[src/rtl/alu_arb_pkg.sv]
// Shared definitions for the ALU operation arbiter.
//   - op codes for the 4-op datapath (mul, cat, exp, and)
//   - arbiter FSM state encoding
//   - default operand/result widths
package alu_arb_pkg;

    localparam int W_DEF  = 2;
    localparam int OW_DEF = 5;

    typedef enum logic [1:0] {
        OP_MUL = 2'd0,
        OP_CAT = 2'd1,
        OP_EXP = 2'd2,
        OP_AND = 2'd3
    } op_e;

    typedef enum logic [1:0] {
        IDLE,
        ISSUE,
        WAIT,
        RESP
    } state_e;

endpackage

[src/rtl/rr_arbiter.sv]
// Combinational round-robin picker.
//   req_i   : request vector
//   ptr_i   : highest-priority index this cycle
//   grant_o : one-hot grant (first set bit at or after ptr_i, wrapping)
//   idx_o   : index of the granted bit
//   any_o   : at least one request present
module rr_arbiter #(
    parameter int NREQ = 4,
    parameter int IW   = (NREQ > 1) ? $clog2(NREQ) : 1
) (
    input  logic [NREQ-1:0] req_i,
    input  logic [IW-1:0]   ptr_i,
    output logic [NREQ-1:0] grant_o,
    output logic [IW-1:0]   idx_o,
    output logic            any_o
);

    int unsigned pos;

    always_comb begin
        grant_o = '0;
        idx_o   = '0;
        any_o   = 1'b0;
        pos     = 0;
        for (int unsigned i = 0; i < NREQ; i++) begin
            pos = (i + 32'(ptr_i)) % 32'(NREQ);
            if (!any_o && req_i[pos]) begin
                any_o        = 1'b1;
                grant_o[pos] = 1'b1;
                idx_o        = IW'(pos);
            end
        end
    end

endmodule

[src/rtl/alu_op_arbiter.sv]
// Shares one 4-op datapath among NREQ requesters, one operation in flight.
// Round-robin grant in IDLE, operands driven to the datapath, result sampled
// after a fixed DP_LAT and returned with the requester id.
//
// Ports:
//   clk, rst                 clock, asynchronous active-high reset
//   req_valid/req_ready      per-requester request handshake (ready one-hot)
//   req_a/req_b/req_op       packed per-requester operands and op code
//   rsp_valid/rsp_ready      response handshake; rsp_id/rsp_data/rsp_err payload
//   dp_ina/dp_inb/dp_sel     datapath operands and op select
//   dp_outa                  datapath result
//   busy                     high whenever the FSM is not IDLE
//
// Build option: OP_EXP_EN. When undefined, op 2 (exp) is accepted but not
// issued; it is answered the next cycle with rsp_err=1 and rsp_data=0.
module alu_op_arbiter
    import alu_arb_pkg::*;
#(
    parameter int NREQ   = 4,
    parameter int DP_LAT = 2,
    parameter int W      = W_DEF,
    parameter int OW     = OW_DEF
) (
    input  logic                    clk,
    input  logic                    rst,
    input  logic [NREQ-1:0]         req_valid,
    output logic [NREQ-1:0]         req_ready,
    input  logic [NREQ*W-1:0]       req_a,
    input  logic [NREQ*W-1:0]       req_b,
    input  logic [NREQ*2-1:0]       req_op,
    output logic                    rsp_valid,
    input  logic                    rsp_ready,
    output logic [$clog2(NREQ)-1:0] rsp_id,
    output logic [OW-1:0]           rsp_data,
    output logic                    rsp_err,
    output logic [W-1:0]            dp_ina,
    output logic [W-1:0]            dp_inb,
    output logic [1:0]              dp_sel,
    input  logic [OW-1:0]           dp_outa,
    output logic                    busy
);

    localparam int IW = $clog2(NREQ);
    // Counter only needs to hold DP_LAT-1.
    localparam int CW = (DP_LAT > 1) ? $clog2(DP_LAT) : 1;

    state_e          state_q;
    logic [CW-1:0]   cnt_q;
    logic [IW-1:0]   rr_ptr_q, rr_ptr_d;
    logic [IW-1:0]   id_q;
    logic [W-1:0]    dp_ina_q, dp_inb_q;
    logic [1:0]      dp_sel_q;
    logic            rsp_valid_q, rsp_err_q;
    logic [IW-1:0]   rsp_id_q;
    logic [OW-1:0]   rsp_data_q;

    logic [NREQ-1:0] gnt;
    logic [IW-1:0]   gnt_idx;
    logic            gnt_any;
    logic [W-1:0]    sel_a, sel_b;
    logic [1:0]      sel_op;
    logic            sel_reject;

    rr_arbiter #(
        .NREQ (NREQ),
        .IW   (IW)
    ) u_rr (
        .req_i   (req_valid),
        .ptr_i   (rr_ptr_q),
        .grant_o (gnt),
        .idx_o   (gnt_idx),
        .any_o   (gnt_any)
    );

    assign sel_a  = req_a[int'(gnt_idx)*W +: W];
    assign sel_b  = req_b[int'(gnt_idx)*W +: W];
    assign sel_op = req_op[int'(gnt_idx)*2 +: 2];

`ifdef OP_EXP_EN
    assign sel_reject = 1'b0;
`else
    assign sel_reject = (op_e'(sel_op) == OP_EXP);
`endif

    assign rr_ptr_d = (gnt_idx == IW'(NREQ - 1)) ? '0 : gnt_idx + IW'(1);

    // Accept strobe is combinational; masked in reset so all outputs read 0.
    assign req_ready = (state_q == IDLE && !rst) ? gnt : '0;
    assign busy      = (state_q != IDLE);
    assign dp_ina    = dp_ina_q;
    assign dp_inb    = dp_inb_q;
    assign dp_sel    = dp_sel_q;
    assign rsp_valid = rsp_valid_q;
    assign rsp_id    = rsp_id_q;
    assign rsp_data  = rsp_data_q;
    assign rsp_err   = rsp_err_q;

    // The dp_* registers double as the operand latch: they load at accept so
    // the datapath sees stable inputs from the ISSUE cycle onward, and a
    // rejected op never touches them.
    always_ff @(posedge clk or posedge rst) begin
        if (rst) begin
            state_q     <= IDLE;
            cnt_q       <= '0;
            rr_ptr_q    <= '0;
            id_q        <= '0;
            dp_ina_q    <= '0;
            dp_inb_q    <= '0;
            dp_sel_q    <= '0;
            rsp_valid_q <= 1'b0;
            rsp_err_q   <= 1'b0;
            rsp_id_q    <= '0;
            rsp_data_q  <= '0;
        end else begin
            case (state_q)
                IDLE: begin
                    if (gnt_any) begin
                        rr_ptr_q <= rr_ptr_d;
                        if (sel_reject) begin
                            rsp_valid_q <= 1'b1;
                            rsp_err_q   <= 1'b1;
                            rsp_data_q  <= '0;
                            rsp_id_q    <= gnt_idx;
                            state_q     <= RESP;
                        end else begin
                            dp_ina_q <= sel_a;
                            dp_inb_q <= sel_b;
                            dp_sel_q <= sel_op;
                            id_q     <= gnt_idx;
                            state_q  <= ISSUE;
                        end
                    end
                end
                ISSUE: begin
                    cnt_q   <= CW'(DP_LAT - 1);
                    state_q <= WAIT;
                end
                WAIT: begin
                    if (cnt_q == '0) begin
                        rsp_valid_q <= 1'b1;
                        rsp_err_q   <= 1'b0;
                        rsp_id_q    <= id_q;
                        rsp_data_q  <= dp_outa;
                        state_q     <= RESP;
                    end else begin
                        cnt_q <= cnt_q - CW'(1);
                    end
                end
                RESP: begin
                    if (rsp_ready) begin
                        rsp_valid_q <= 1'b0;
                        rsp_err_q   <= 1'b0;
                        rsp_id_q    <= '0;
                        rsp_data_q  <= '0;
                        state_q     <= IDLE;
                    end
                end
                default: state_q <= IDLE;
            endcase
        end
    end

endmodule

[config.mk]
export PLATFORM = sky130hd
export DESIGN_NAME = alu_op_arbiter
export DESIGN_NICKNAME = d
export VERILOG_FILES = /design/src/rtl/alu_arb_pkg.sv /design/src/rtl/rr_arbiter.sv /design/src/rtl/alu_op_arbiter.sv
export SDC_FILE = /design/constraint.sdc
export NUM_CORES = 1
export LEC_CHECK = 0
export ABC_AREA = 1
export CELL_PAD_IN_SITES_DETAIL_PLACEMENT = 0
export CELL_PAD_IN_SITES_GLOBAL_PLACEMENT = 1
export CORE_MARGIN = 10
export CORE_UTILIZATION = 30
export DETAILED_ROUTE_END_ITERATION = 12
export GPL_TIMING_DRIVEN = 0
export PLACE_DENSITY = 0.9
export SLEW_MARGIN = 15
export SYNTH_ARGS = -nofsm -noshare
export SYNTH_HDL_FRONTEND = slang
export SYNTH_SLANG_ARGS = --single-unit
[constraint.sdc]
create_clock -name clk -period 2.4 [get_ports clk]
set_input_delay 0.24 -clock clk [delete_from_list [all_inputs] [get_ports clk]]
set_output_delay 0.24 -clock clk [all_outputs]
set_load 0.005 [all_outputs]
# After elaboration in Yosys (flattened, before gate mapping)

Cells that the tools add are included.
Widths: inputs -> output; s select.

Flip-flop bits (word level): 22
Word-level logic and storage cells: 113
Bits of input ports: 36

Add/sub/neg operators: 5
Muxes and demuxes: 53
Order comparisons: 8
Shifts and indexed selects: 3
Equal/unequal tests: 9
Bitwise logic cells: 4
Reduce and logical (&&, ||, !) cells: 20

Operator list:

| operator            | number |
|---|---|
| $mux 2              | 12 |
| $shiftx 8x4->2      | 3 |
| $mux 4              | 5 |
| $mux 5              | 4 |
| $mux 1              | 18 |
| $pmux 5 s3          | 1 |
| $lt 2x3->1 const B  | 4 |
| $or 4x4->4          | 3 |
| $bmux 1 s2          | 4 |
| $demux 1 s2         | 4 |
| $eq 2x2->1 const B  | 4 |
| $ge 2x1->1 const B  | 4 |
| $logic_and 1x1->1   | 8 |
| $ne 2x2->1 const B  | 4 |
| $pmux 2 s4          | 1 |
| $pmux 1 s3          | 2 |
| $pmux 2 s3          | 1 |
| $reduce_and 3->1    | 2 |
| $reduce_and 5->1    | 1 |
| $add 2x2->2 const A | 2 |
| $logic_not 1->1     | 4 |
| $reduce_bool 2->1   | 2 |
| $reduce_bool 3->1   | 1 |
| $add 1x2->2 const A | 1 |
| other kinds (7)     | 7 |

# Depth between registers and ports, before layout

Depth in word-level cells: 17
Depth in mapped cells: 17

# By module

Synthesis repeated with hierarchy kept, for this count alone.

Cell total of the unflattened synthesis: 264
Area total of the unflattened synthesis: 1801.7 um2

By module, submodules not included:

| module         | cells an instance | instances | area an instance (um2) |
|---|---|---|---|
| alu_op_arbiter | 190               | 1         | 1361.3 |
| rr_arbiter     | 74                | 1         | 440.4 |

# Worst setup path after synthesis

Ideal clock, no wire load.

Kind: reg2reg
Start point: reg rr_ptr_q[0]
End point: reg rsp_data_q[0] (netlist: rsp_data[0])
Stages on the path, launching flop included: 18
Slack: -0.034 ns
Buffers on the path: 0
Period minus slack after synthesis: 2.434 ns
Arrival: 2.317 ns
Required time: 2.283 ns
Library setup time: 0.117 ns
Cells stage by stage: dfrtp_1 inv_2 ha_1 inv_1 nand2_1 nand2_2 nor2_8 nand2_2 nor2_4 nor2_1 nor2_4 nand3_1 nand2_1 nand2_4 nand2_8 nand2_4 nand2_1 nand2_1

Longest elaborated chain between the ends: 16
Elaborated cells between the ends (all ways): 30
Classes of those cells: 3 x add/sub; 3 x eq/ne; 1 x shift; 16 x mux; 7 x reduce/logical

Ends and longest elaborated chain:

| element                                              | RTL line              | text |
|---|---|---|
| start: declaration                                   | alu_op_arbiter.sv:49  | `logic [IW-1:0] rr_ptr_q, rr_ptr_d;` |
| start signal: assignment                             | alu_op_arbiter.sv:118 | `rr_ptr_q <= rr_ptr_d;` |
| branches (longest 15 deep; another with $add 1x2->2) | -                     |  |
| $reduce_and 5->1 (no line) (*)                       | -                     |  |
| end signal: assignment                               | alu_op_arbiter.sv:143 | `rsp_data_q <= dp_outa;` |
| end: declaration                                     | alu_op_arbiter.sv:55  | `logic [OW-1:0] rsp_data_q;` |

Every way passes the cells marked *. The select of a mux whose other input is x is not followed.
A chain may end at the register's enable or synchronous reset.

# Final worst setup path

Start point: reg rr_ptr_q[1]
End point: reg rsp_data_q[0] (netlist: rsp_data[0])

The elaborated chain is that of the path after synthesis.

==> flow_summary.json <==
{
  "grt_pass1_wl_mm": 9.23,
  "finalCritPeriodShare": 0.978,
  "worst-r2r-setup-slack_ns": 0.05,
  "clkLatencyLatePin_ns": 0.26,
  "syn_nets": 323,
  "postSynthCellCount": 275,
  "hold_violations": 0,
  "grt_max_degree": 23,
  "grt_pass1_vias": 2084,
  "fin_skew_ns": 0.00154,
  "yosysWarningCount": 0,
  "place_area_um2": 2510,
  "critPathCaptureType": "flip-flop",
  "max-slew-margin-rel": 0.446,
  "hold_buffers": 0,
  "io_pins": 56,
  "slowest_delay_ns": 0.40,
  "fmax_mhz": 426,
  "pre_cts_ws_ns": -0.421,
  "setup_ws_ns": 0.0532,
  "drive_gt1_frac": 0.298,
  "drv_slew": 0,
  "cts_tree": "built",
  "die_h_um": 98.8,
  "die_w_um": 98.8,
  "n_antenna_cell": 0,
  "gp_congestion": 0.889,
  "design.die.area_um2": 9750,
  "ys_ff_latch": 22,
  "cp_max_fo": 6,
  "r2r.worst_path.cells": 19,
  "fin_crit_ns": 2.35,
  "crit_path_frequent_cell": "nand2_4",
  "cts_made_buffers": 3,
  "wl_per_cell_um": 12.5,
  "fin_setup_tns_ns": 0,
  "port_buffers": 55,
  "grt_use_total": 0.108,
  "r2r_end": "rsp_data[0]",
  "htreeDepth": 1,
  "setup_viol": 0,
  "wirelength_mm": 5.60,
  "clock-root-buffer": "clkbuf_8",
  "antenna_found_initial": 0,
  "drt_iter0_markers": 85,
  "worst-endpoint-required_ns": 2.56,
  "rsz0062_at_grt": "true",
  "regToRegStartpoint": "rr_ptr_q[1]",
  "post-route-util": 0.533,
  "path_class": "flip-flop to flip-flop",
  "area_growth_pct": 70.5,
  "netlist_area_um2": 1860,
  "cp.arrival_ns": 2.50,
  "clockBufferDepth": 2,
  "final_area_um2": 3170,
  "path_depth": 19,
  "fp.coreArea_um2": 5960,
  "drc": 0,
  "cts.sinks": 22,
  "critPathTopFamily": "simple AND/OR/NAND/NOR gates",
  "initial_core_util": 0.312,
  "dp_hpwl_mm": 3.92,
  "syn-mean-instance-area_um2": 6.77,
  "rows": 28,
  "cp_cell_sequence": "inv_4 -> ha_4 -> inv_4 -> nand2_4 -> nand2_4 -> nor2_8 -> buf_6 -> buf_6 -> nand2_4 -> nand2_4 -> nor2_4 -> nor2_4 -> nand3_2 -> nand2_4 -> nand2_8 -> nand2_8 -> nand2_8 -> nand2_2 -> nand2_1",
  "gr-total-overflow": 0,
  "via_per_inst": 4.66,
  "seq_area_frac_synth": 0.296,
  "cp.buffers_inverters": 4,
  "vias": 2085,
  "min_path_type": "primary input to async pin",
  "drv_cap": 0,
  "ant_nets": 0,
  "yosysUniqueCellTypes": 27,
  "crit_path_start_kind": "flip-flop",
  "clk_pin_slew_ns": 0.08,
  "worstMarginPinSlew_ns": 0.831,
  "drt_pass1_iterations": 4,
  "status": "finished, final reports clean",
  "cpMaxStageDelayCell": "dfrtp_2",
  "nNetsFinal": 421
}
[layout make-up]
class	instances	area, um2
repair buffers	91	862
flip-flops and latches	22	553
multi-input cells	204	1390
clock buffers	4	55.1
well taps	75	93.8
fillers	587	2780
plain buffers	5	42.5
inverters	46	180
[cells in the final DEF (no fill, tap or decap), types with 2 or more instances in the layout]
cell type / count
nand3_1: 20
o21ai_0: 8
a22oi_1: 2
inv_4: 3
buf_6: 8
clkbuf_8: 4
nand4_1: 11
nor2_2: 2
nand2_2: 25
inv_1: 42
buf_4: 29
nand2_8: 4
clkdlybuf4s15_1: 2
clkdlybuf4s50_1: 51
dfrtp_1: 20
a31oi_1: 2
dfrtp_2: 2
nand2_4: 10
ha_1: 11
nor2_4: 5
nand2_1: 65
buf_12: 2
a21oi_1: 5
o21ai_1: 4
nand3_2: 4
nand3_4: 5
nor2_1: 7
o211ai_1: 8
[registers in the layout, indices dropped and copies added, names as in the netlist, 2 cells and up]
register and cells:
dp_ina 2, dp_inb 2, dp_sel 2, id_q 2, rr_ptr_q 2, rsp_data 5, rsp_id 2, state_q 2
[Yosys cell counts]
library cell / count / area (um2)
a21oi_1: 5 / 25.0
a22oi_1: 2 / 15.0
a31oi_1: 2 / 12.5
buf_2: 3 / 15.0
buf_4: 1 / 7.51
clkbuf_1: 1 / 3.75
dfrtp_1: 22 / 551
ha_1: 12 / 150
inv_1: 45 / 169
inv_2: 1 / 3.75
nand2_1: 94 / 353
nand2_2: 4 / 25.0
nand2_4: 3 / 33.8
nand2_8: 1 / 20.0
nand3_1: 25 / 125
nand3_2: 4 / 40.0
nand3b_2: 1 / 11.3
nand4_1: 11 / 68.8
nor2_1: 10 / 37.5
nor2_2: 2 / 12.5
nor2_4: 2 / 22.5
nor2_8: 1 / 20.0
o211ai_1: 8 / 60.1
o21ai_0: 10 / 50.1
o21ai_1: 2 / 10.0
o22ai_1: 2 / 12.5
or2_2: 1 / 6.26
[worst max path at each step]
stage | from | end | slack, ns
after floorplan | rr_ptr_q[1] | rsp_data[0] | 0.04
after global routing | rr_ptr_q[1] | rsp_data[0] | -0.07
after detailed placement | rr_ptr_q[0] | rsp_data[0] | -0.42
after CTS | rr_ptr_q[0] | req_ready[2] | -0.17
after global placement | rr_ptr_q[0] | rsp_data[0] | -0.40
final | rr_ptr_q[1] | rsp_data[0] | 0.05
[stage by stage]
stage | cells | hold WS [ns]
6_report | 447 | 0.474
5_1_grt | 447 | 0.519
4_1_cts | 434 | 0.478
3_5_place_dp | 405 | 0.458
3_3_place_gp | 405 | 0.452
2_1_floorplan | 275 | 0.229
[cells by family (layout without fill, tap and decap cells)]
kind of cell	after synthesis	after routing	synth area share
compound gates	31	31	0.0995
fa+ha+maj	12	12	0.0807
simple gates	159	161	0.417
flops	22	22	0.296
buf+inv	51	146	0.107
[routing by layer]
metal / track usage / vias up / part of all wire
met3: 0.0440 / 6 / 0.076
met2: 0.177 / 55 / 0.47
met1: 0.133 / 938 / 0.45
met4: 0.0165 / 0 / 0.0080
li1: - / 1086 / -
met5: 0 / - / 0
[timing repair]
action,4_1_cts,5_1_grt
hold endpoints to repair,0,0
endpoints found under the setup margin,24,24
resized for setup,35,50
cloned,1,1
pin swaps,14,26
buffers inserted,24,12
Power is not shown: default switching activity piles up to over one toggle a cycle in this logic, so the estimate is an artifact.
